**src/rtl/cpu_pkg.sv**
```systemverilog
// cpu_pkg: shared definitions for the 8-bit RISC CPU control path.
// Holds bus source codes, opcodes and the control-sequencer state encoding.
// Used by bus_controller, ctrl_decode, the bus mux and the datapath.
package cpu_pkg;

  // Bus sources (mux select values)
  localparam logic [2:0] SRC_PC  = 3'd0;
  localparam logic [2:0] SRC_MDR = 3'd1;
  localparam logic [2:0] SRC_ALU = 3'd2;
  localparam logic [2:0] SRC_ACC = 3'd3;
  localparam logic [2:0] SRC_R0  = 3'd4;
  localparam logic [2:0] SRC_R1  = 3'd5;
  localparam logic [2:0] SRC_R2  = 3'd6;
  localparam logic [2:0] SRC_R3  = 3'd7;

  // Opcodes (ir[7:5])
  localparam logic [2:0] OP_NOP     = 3'b000;
  localparam logic [2:0] OP_MOV_AR  = 3'b001;  // ACC <- Rr
  localparam logic [2:0] OP_MOV_RA  = 3'b010;  // Rr <- ACC
  localparam logic [2:0] OP_ADD     = 3'b011;
  localparam logic [2:0] OP_SUB     = 3'b100;
  localparam logic [2:0] OP_LDI     = 3'b101;
  localparam logic [2:0] OP_JMP     = 3'b110;
  localparam logic [2:0] OP_HLT     = 3'b111;

  // Sequencer states, binary encoded
  typedef enum logic [2:0] {
    ST_F0   = 3'd0,
    ST_F1   = 3'd1,
    ST_F2   = 3'd2,
    ST_DEC  = 3'd3,
    ST_X1   = 3'd4,
    ST_X2   = 3'd5,
    ST_X3   = 3'd6,
    ST_HALT = 3'd7
  } state_t;

endpackage

```
**src/rtl/bus_controller_ctrl_decode.sv**
```systemverilog
// ctrl_decode: combinational decoder from sequencer state + instruction
// register to the control word (bus select, load enables, strobes).
// Ports:
//   state      in  3  current sequencer state (cpu_pkg::state_t encoding)
//   ir         in  8  instruction register, opcode ir[7:5], reg field ir[1:0]
//   selectors  out 3  bus source select
//   load_*     out    destination load enables, load_r one-hot per register
//   pc_inc, mem_read, alu_op, halted  out 1 each
import cpu_pkg::*;

module ctrl_decode (
  input  logic [2:0] state,
  input  logic [7:0] ir,
  output logic [2:0] selectors,
  output logic       load_mar,
  output logic       load_ir,
  output logic       load_pc,
  output logic       load_acc,
  output logic       load_tmp,
  output logic [3:0] load_r,
  output logic       pc_inc,
  output logic       mem_read,
  output logic       alu_op,
  output logic       halted
);

  state_t     st;
  logic [2:0] opcode;
  logic [1:0] rsel;

  assign st     = state_t'(state);
  assign opcode = ir[7:5];
  assign rsel   = ir[1:0];

  always_comb begin
    selectors = SRC_PC;
    load_mar  = 1'b0;
    load_ir   = 1'b0;
    load_pc   = 1'b0;
    load_acc  = 1'b0;
    load_tmp  = 1'b0;
    load_r    = 4'b0000;
    pc_inc    = 1'b0;
    mem_read  = 1'b0;
    alu_op    = 1'b0;
    halted    = 1'b0;
    case (st)
      ST_F0: load_mar = 1'b1;
      ST_F1: mem_read = 1'b1;
      ST_F2: begin
        selectors = SRC_MDR;
        load_ir   = 1'b1;
        pc_inc    = 1'b1;
      end
      ST_X1: begin
        case (opcode)
          OP_MOV_AR: begin
            selectors = {1'b1, rsel};
            load_acc  = 1'b1;
          end
          OP_MOV_RA: begin
            selectors = SRC_ACC;
            load_r    = 4'(4'b0001 << rsel);
          end
          OP_ADD, OP_SUB: begin
            selectors = {1'b1, rsel};
            load_tmp  = 1'b1;
          end
          OP_LDI, OP_JMP: load_mar = 1'b1;
          default: ;
        endcase
      end
      ST_X2: begin
        case (opcode)
          OP_ADD, OP_SUB: begin
            selectors = SRC_ALU;
            alu_op    = opcode[2];  // 011 -> add, 100 -> subtract
            load_acc  = 1'b1;
          end
          OP_LDI, OP_JMP: mem_read = 1'b1;
          default: ;
        endcase
      end
      ST_X3: begin
        case (opcode)
          OP_LDI: begin
            selectors = SRC_MDR;
            load_acc  = 1'b1;
            pc_inc    = 1'b1;  // step over the immediate byte
          end
          OP_JMP: begin
            selectors = SRC_MDR;
            load_pc   = 1'b1;
          end
          default: ;
        endcase
      end
      ST_HALT: halted = 1'b1;
      default: ;
    endcase
  end

endmodule

```
**src/rtl/bus_controller.sv**
```systemverilog
// bus_controller: multi-cycle control sequencer for the 8-bit RISC CPU.
// Keeps the state register and next-state logic; ctrl_decode turns the state
// and ir into the Moore control word. All outputs are forced low while reset
// is high, so the F0 control word only appears once reset is released.
// Ports:
//   clk, reset (async, active-high), ir[7:0], mem_ready
//   selectors[2:0] bus mux select; load_mar/ir/pc/acc/tmp, load_r[3:0];
//   pc_inc, mem_read, alu_op, halted
import cpu_pkg::*;

module bus_controller (
  input  logic       clk,
  input  logic       reset,
  input  logic [7:0] ir,
  input  logic       mem_ready,
  output logic [2:0] selectors,
  output logic       load_mar,
  output logic       load_ir,
  output logic       load_pc,
  output logic       load_acc,
  output logic       load_tmp,
  output logic [3:0] load_r,
  output logic       pc_inc,
  output logic       mem_read,
  output logic       alu_op,
  output logic       halted
);

  state_t     state_q, state_d;
  logic [2:0] opcode;

  logic [2:0] dec_sel;
  logic       dec_mar, dec_ir, dec_pc, dec_acc, dec_tmp;
  logic [3:0] dec_r;
  logic       dec_inc, dec_rd, dec_op, dec_halt;

  assign opcode = ir[7:5];

  always_comb begin
    state_d = state_q;
    case (state_q)
      ST_F0:  state_d = ST_F1;
      ST_F1:  if (mem_ready) state_d = ST_F2;
      ST_F2:  state_d = ST_DEC;
      ST_DEC: begin
        if (opcode == OP_NOP)      state_d = ST_F0;
        else if (opcode == OP_HLT) state_d = ST_HALT;
        else                       state_d = ST_X1;
      end
      ST_X1: begin
        if (opcode == OP_MOV_AR || opcode == OP_MOV_RA) state_d = ST_F0;
        else                                           state_d = ST_X2;
      end
      ST_X2: begin
        if (opcode == OP_LDI || opcode == OP_JMP) begin
          if (mem_ready) state_d = ST_X3;
        end else begin
          state_d = ST_F0;
        end
      end
      ST_X3:   state_d = ST_F0;
      ST_HALT: state_d = ST_HALT;
      default: state_d = ST_F0;
    endcase
  end

  always_ff @(posedge clk or posedge reset) begin
    if (reset) state_q <= ST_F0;
    else       state_q <= state_d;
  end

  ctrl_decode u_ctrl_decode (
    .state     (state_q),
    .ir        (ir),
    .selectors (dec_sel),
    .load_mar  (dec_mar),
    .load_ir   (dec_ir),
    .load_pc   (dec_pc),
    .load_acc  (dec_acc),
    .load_tmp  (dec_tmp),
    .load_r    (dec_r),
    .pc_inc    (dec_inc),
    .mem_read  (dec_rd),
    .alu_op    (dec_op),
    .halted    (dec_halt)
  );

  // Gate with reset so an aborted instruction issues no load in the reset cycle.
  assign selectors = reset ? 3'b000  : dec_sel;
  assign load_mar  = ~reset & dec_mar;
  assign load_ir   = ~reset & dec_ir;
  assign load_pc   = ~reset & dec_pc;
  assign load_acc  = ~reset & dec_acc;
  assign load_tmp  = ~reset & dec_tmp;
  assign load_r    = reset ? 4'b0000 : dec_r;
  assign pc_inc    = ~reset & dec_inc;
  assign mem_read  = ~reset & dec_rd;
  assign alu_op    = ~reset & dec_op;
  assign halted    = ~reset & dec_halt;

endmodule

```
**config.mk**
```make
export PLATFORM = sky130hd
export DESIGN_NAME = bus_controller
export DESIGN_NICKNAME = d
export VERILOG_FILES = /design/src/rtl/cpu_pkg.sv /design/src/rtl/bus_controller_ctrl_decode.sv /design/src/rtl/bus_controller.sv
export SDC_FILE = /design/constraint.sdc
export NUM_CORES = 1
export LEC_CHECK = 0
export BUFFER_PORTS_ARGS = -buffer_cell sky130_fd_sc_hd__buf_2
export CORE_MARGIN = 2
export CORE_UTILIZATION = 38
export CTS_CLUSTER_DIAMETER = 60
export CTS_CLUSTER_SIZE = 28
export DETAILED_ROUTE_END_ITERATION = 12
export PLACE_DENSITY = 0.76
export SETUP_SLACK_MARGIN = 0.5
export SLEW_MARGIN = 20
export SYNTH_ARGS = -nofsm -noshare
export SYNTH_HDL_FRONTEND = slang
export SYNTH_SLANG_ARGS = --single-unit
```
**constraint.sdc**
```tcl
create_clock -name clk -period 1.5 [get_ports clk]
set_input_delay 0.075 -clock clk [delete_from_list [all_inputs] [get_ports clk]]
set_output_delay 0.075 -clock clk [all_outputs]
set_load 0.05 [all_outputs]
```
* Yosys cells after proc, flatten, opt, wreduce, memory -nomap -nowiden
Cells that the tools add are included.
** Word-level totals
- Logic and storage cells :: 66
- Bits in registers :: 3
- Output and inout port bits :: 16
** Cells by class
- Equal/unequal tests :: 16
- Bitwise logic cells :: 10
- Mux-type cells :: 30
- Shifts and indexed selects :: 1
- Reduce and logical (&&, ||, !) cells :: 8
** Operator list (count)
- $eq 3x3->1 const B :: 8
- $pmux 3 s8 :: 1
- $mux 3 :: 6
- $eq 3x2->1 const B :: 4
- $mux 1 :: 12
- $mux 4 :: 3
- $pmux 3 s4 :: 1
- $and 1x1->1 :: 9
- $eq 3x1->1 const B :: 2
- $logic_not 3->1 :: 2
- $pmux 1 s2 :: 3
- $pmux 3 s2 :: 1
- $mux 2 :: 2
- $reduce_or 2->1 :: 2
- $shl 1x2->4 const A :: 1
- $ne 3x3->1 const B :: 1
- $pmux 1 s3 :: 1
- $reduce_or 3->1 :: 1
- $logic_or 1x1->1 :: 2
- $ne 2x2->1 const B :: 1
- $reduce_and 2->1 :: 1
- $not 1->1 :: 1

* Longest topological paths before layout
- Depth after elaboration :: 5
- Depth in mapped cells :: 5

* Modules after synthesis
A second synthesis with hierarchy kept.
** Unflattened totals
- Cell total of the unflattened synthesis :: 83
- Area total of the unflattened synthesis :: 589.3 um2
** Modules (own cells, without submodules)
- bus_controller :: area each 304.0 um2, cells each 40, times used 1
- ctrl_decode :: area each 285.3 um2, cells each 43, times used 1

* Least setup slack after synthesis
OpenSTA, ideal clock, no wires.
- Path kind :: register -> output
- Start point :: register state_q[0]
- End point :: output port load_r[0]
- Stages on the path, launching flop included :: 4
- Arrival :: 2350 ps
- Path buffers :: 0
- Setup slack :: -925 ps
- Path through :: dfrtp_1 > or4b_4 > or3_4 > nor3_1
** On the way
- Word-level cells in the longest chain between the ends :: 3
** Ends and longest elaborated chain
- start: declaration :: RTL line bus_controller.sv:29 : state_t state_q, state_d;
- start signal: assignment :: RTL line bus_controller.sv:69 : else state_q <= state_d;
- $eq 3x3->1 :: RTL line bus_controller_ctrl_decode.sv:47 : case (st)
- $mux 4 :: RTL line bus_controller_ctrl_decode.sv:47
- $mux 4 :: RTL line bus_controller.sv:95 : assign load_r = reset ? 4'b0000 : dec_r;
- end: declaration :: RTL line bus_controller.sv:22 : output logic [3:0] load_r,
No other way between the ends.

* Worst setup path after layout
- Start point :: register state_q[1]
- End point :: output port load_r[2]
Same word-level chain as after synthesis.

==> results.rst <==
.. list-table::
   :header-rows: 1

   * - Metric
     - Value
   * - CP max-delay cell
     - sky130_fd_sc_hd__or4b_4
   * - Area taken by flip-flops and latches
     - 76.3 sq um
   * - DR vias/cell
     - 5.77
   * - Area of the mapped netlist
     - 494 sq um
   * - Number of slew-limit violations in the final report
     - 0
   * - Input/output buffers
     - 23
   * - Multi-input gate area in the final layout
     - 599 sq um
   * - Total grt overflow
     - 0
   * - Actual slew at the worst max-slew pin
     - 0.347 ns
   * - Clock tree root driver cell
     - sky130_fd_sc_hd__clkbuf_4
   * - Largest registers in the final layout
     - state_q: 3 flops
   * - Die outline height
     - 40.1 um
   * - H-tree depth reported by CTS
     - 1
   * - Avg WL per Cell
     - 15.6 um
   * - Buffering stage count on the worst path with inverters included
     - 1
   * - Biggest area contributors in the synthesized netlist
     - sky130_fd_sc_hd__dfrtp_1 15%, sky130_fd_sc_hd__nor2_1 8.4%, sky130_fd_sc_hd__a21oi_1 8.1%, sky130_fd_sc_hd__and3_1 6.3%, sky130_fd_sc_hd__nor2b_1 5.1%
   * - Remaining number of nets flagged by the antenna check after routing
     - 0
   * - Static leakage power
     - 0.424 nW
   * - Worst EP required
     - 1.42 ns
   * - Overall routing resource usage
     - 26.2%
   * - Ys Warns
     - 0
   * - First-pass GRT wire length
     - 2900 um
   * - Class of the most critical setup path
     - register to output port
   * - List of cells traversed by the critical path
     - or4b_4 -> or3_4 -> nor3b_4 -> buf_6
   * - Maximum achievable frequency
     - 506 MHz
   * - Maximum VDD drop
     - 1.08 mV
   * - Initial standard-cell utilization of the core
     - 42.7%
   * - Final worst path period share
     - 132%
   * - Setup-violating endpoint count in the final report
     - 12
   * - Area enclosed by the die boundary
     - 1610 sq um
   * - CP max FO
     - 3
   * - Nature of the critical path startpoint
     - register
   * - Synthesized area per cell
     - 6.50 sq um
   * - Number of DRC violations after detailed-routing iteration 0
     - 16
   * - Clock Latency Late Sink
     - 0.23 ns
   * - Clk sinks
     - 3
   * - Unrepaired setup endpoints after global routing
     - yes
   * - Area growth from synthesis to final layout
     - 111%
   * - Register with the most flip-flops
     - state_q
   * - EDFF count, synth
     - 0
   * - Total via count in the routed design
     - 710
   * - Distinct cell type count of the synthesized netlist
     - 31
   * - Cell Count, Final, Fillers Out
     - 123
   * - Clock transition at the register clock pins on the worst setup and hold paths after CTS
     - 0.04 ns
   * - Worst relative slew slack
     - 76.8%
   * - Number of synthesized register bits
     - 3
   * - Placed cell count
     - 115
   * - Area fraction of the dominant cell type after synthesis
     - 15.2%
   * - Sum of net half-perimeters after detailed placement
     - 1150 um
   * - Maximum buffer depth of the clock tree
     - 2
   * - I/O pin count
     - 27
   * - Sum of internal, switching and leakage power
     - 1.32 mW
   * - Row cnt
     - 12
   * - Period minus WS final
     - 1.98 ns
   * - Crit end category
     - output port
   * - Clock group share of total power
     - 10.5%
   * - Largest delay share family, worst path
     - simple AND/OR/NAND/NOR gates
   * - Pin count of the biggest net entering global routing
     - 16
   * - Fill cell count
     - 47
   * - Final core occ
     - 90.3%
   * - Switch share
     - 50.1%
   * - Failing checks
     - negative setup slack
   * - Core region area
     - 1160 sq um
   * - Cell taking the most area after synthesis
     - sky130_fd_sc_hd__dfrtp_1
   * - Largest register FFs
     - 3
   * - Worst Hold Class
     - primary input to register
   * - Part of the total power dissipated in sequential elements
     - 11.2%
   * - CTS tree
     - yes
   * - Final Hold Viols
     - 0
   * - Reported max-cap violation count
     - 0
   * - Most frequently used flop master after synthesis
     - sky130_fd_sc_hd__dfrtp_1
   * - Post-synthesis async set-or-reset flop share
     - 100%
   * - Internal Dissipation
     - 0.660 mW
   * - Worst path arrival time
     - 1.90 ns
   * - Sequential area share after synthesis
     - 15.2%
   * - Delay of the slowest cell on the worst path
     - 0.53 ns
   * - Setup slack after layout
     - -0.475 ns
   * - Switching power
     - 0.662 mW
   * - Ratio of total power to cell area
     - 1270 nW/um^2
   * - GP Congestion
     - 0.831
   * - Layout cell share with drive strength beyond 1
     - 63.3%
   * - Horizontal die dimension
     - 40.1 um
   * - Number of nets in the final layout
     - 121
   * - Number of global-route vias before repair
     - 654
   * - # diodes
     - 0
   * - Run status
     - finished, violations left
   * - TritonCTS buffer count
     - 3
   * - Cells after synthesis
     - 76
   * - Final worst clock skew
     - 0.000653 ns
   * - Total negative slack for setup checks
     - -2.62 ns
   * - Detailed-route wire length
     - 1920 um
   * - Residual DRC count
     - 0
   * - Combinational share of power
     - 78.3%
   * - Post-Synthesis Net Count
     - 87
   * - Number of antenna violations at the first check in global routing
     - 0
   * - Drt first pass iters
     - 4
[placed cells by master (no fill, tap or decap), types with 2 or more instances in the layout]
master                     instances
sky130_fd_sc_hd__nor2_1            6
sky130_fd_sc_hd__buf_6            14
sky130_fd_sc_hd__nor2b_4           2
sky130_fd_sc_hd__nor3b_4           3
sky130_fd_sc_hd__nand2_1           4
sky130_fd_sc_hd__nand2b_1          2
sky130_fd_sc_hd__nand2_2           2
sky130_fd_sc_hd__nor2b_1           2
sky130_fd_sc_hd__buf_8             3
sky130_fd_sc_hd__buf_4             8
sky130_fd_sc_hd__inv_1             3
sky130_fd_sc_hd__a21oi_1           6
sky130_fd_sc_hd__nor3_4            2
sky130_fd_sc_hd__o21ai_0           4
sky130_fd_sc_hd__and3_4            4
sky130_fd_sc_hd__dfrtp_1           2
sky130_fd_sc_hd__buf_2             8
sky130_fd_sc_hd__nor2_4            2
sky130_fd_sc_hd__nor2_2            3
sky130_fd_sc_hd__clkbuf_4          3
sky130_fd_sc_hd__a21oi_4           2
[tightest hold or removal path, stage by stage]
cell	delay, ns
sky130_fd_sc_hd__buf_2	0.11
sky130_fd_sc_hd__o221ai_2	0.15
sky130_fd_sc_hd__a21oi_1	0.05
[final cells by class]
type / instances / share of cell area (%)
multi-input combinational: 65 / 57.4
timing repair buffer: 34 / 30.0
sequential: 3 / 7.31
clock buffer: 4 / 2.52
tap: 14 / 1.68
inverter: 3 / 1.08
[power by group through the flow]
stage / clock (mW) / combinational [mW] / sequential [mW]
3_5_place_dp: 0 / 0.753 / 0.139
2_1_floorplan: 0 / 0.564 / 0.165
3_3_place_gp: 0 / 0.747 / 0.137
4_1_cts: 0.143 / 0.912 / 0.139
6_report: 0.139 / 1.03 / 0.148
5_1_grt: 0.153 / 1.09 / 0.151
[logic make-up after synthesis]
logic type	count (synthesis)	synth area share, %
xor+xnor	1	1.77
buf+inv	8	6.33
flops	3	15.2
simple gates	44	52.4
compound gates	20	24.3
[final timing paths]
path	from	endpoint	slack, ns	cells after the start
hold / removal	mem_ready	state_q[1]$_DFFE_PP0P_	0.19	3
hold reg to reg	state_q[1]$_DFFE_PP0P_	state_q[1]$_DFFE_PP0P_	0.75	3
min in group asynchronous	reset	state_q[1]$_DFFE_PP0P_	0.47	4
max in group asynchronous	reset	state_q[2]$_DFFE_PP0P_	0.88	4
setup reg to reg	state_q[0]$_DFFE_PP0P_	state_q[2]$_DFFE_PP0P_	0.16	4
setup / recovery	state_q[1]$_DFFE_PP0P_	load_r[2]	-0.48	4
[stage by stage]
step | worst slack (ns) | area, sq um | hold slack, ns
after detailed placement | -0.289 | 795 | 0.131
after CTS | -0.456 | 998 | 0.204
final | -0.475 | 1040 | 0.194
after global routing | -0.516 | 1040 | 0.207
after global placement | -0.278 | 795 | 0.124
after floorplan | -0.389 | 637 | -0.171
[synth_stat cells, drive strengths merged (2+ instances only)]
library cell	instances
a21oi	8
and3	5
clkbuf	4
dfrtp	3
inv	3
nand2	6
nand2b	2
nand3	2
nor2	11
nor2b	4
nor3	2
nor3b	3
o21a	2
o21ai	5
[layer usage]
metal | vias up | GRT usage, % | share of wire (%)
met4 | 0 | 5.17 | 0
met1 | 340 | 33.8 | 45
met2 | 23 | 48.0 | 51
met3 | 0 | 0.556 | 3.7
met5 | - | 0 | 0
li1 | 347 | - | -
[repair_timing]
action	4_1_cts	5_1_grt
endpoints found under the hold margin	3	0
hold buffers	1	0
pin swaps	0	0
endpoints found under the setup margin	19	19
setup buffers	2	0
cloned	0	1
resized for setup	45	8
(Power assumes the default switching activity.)
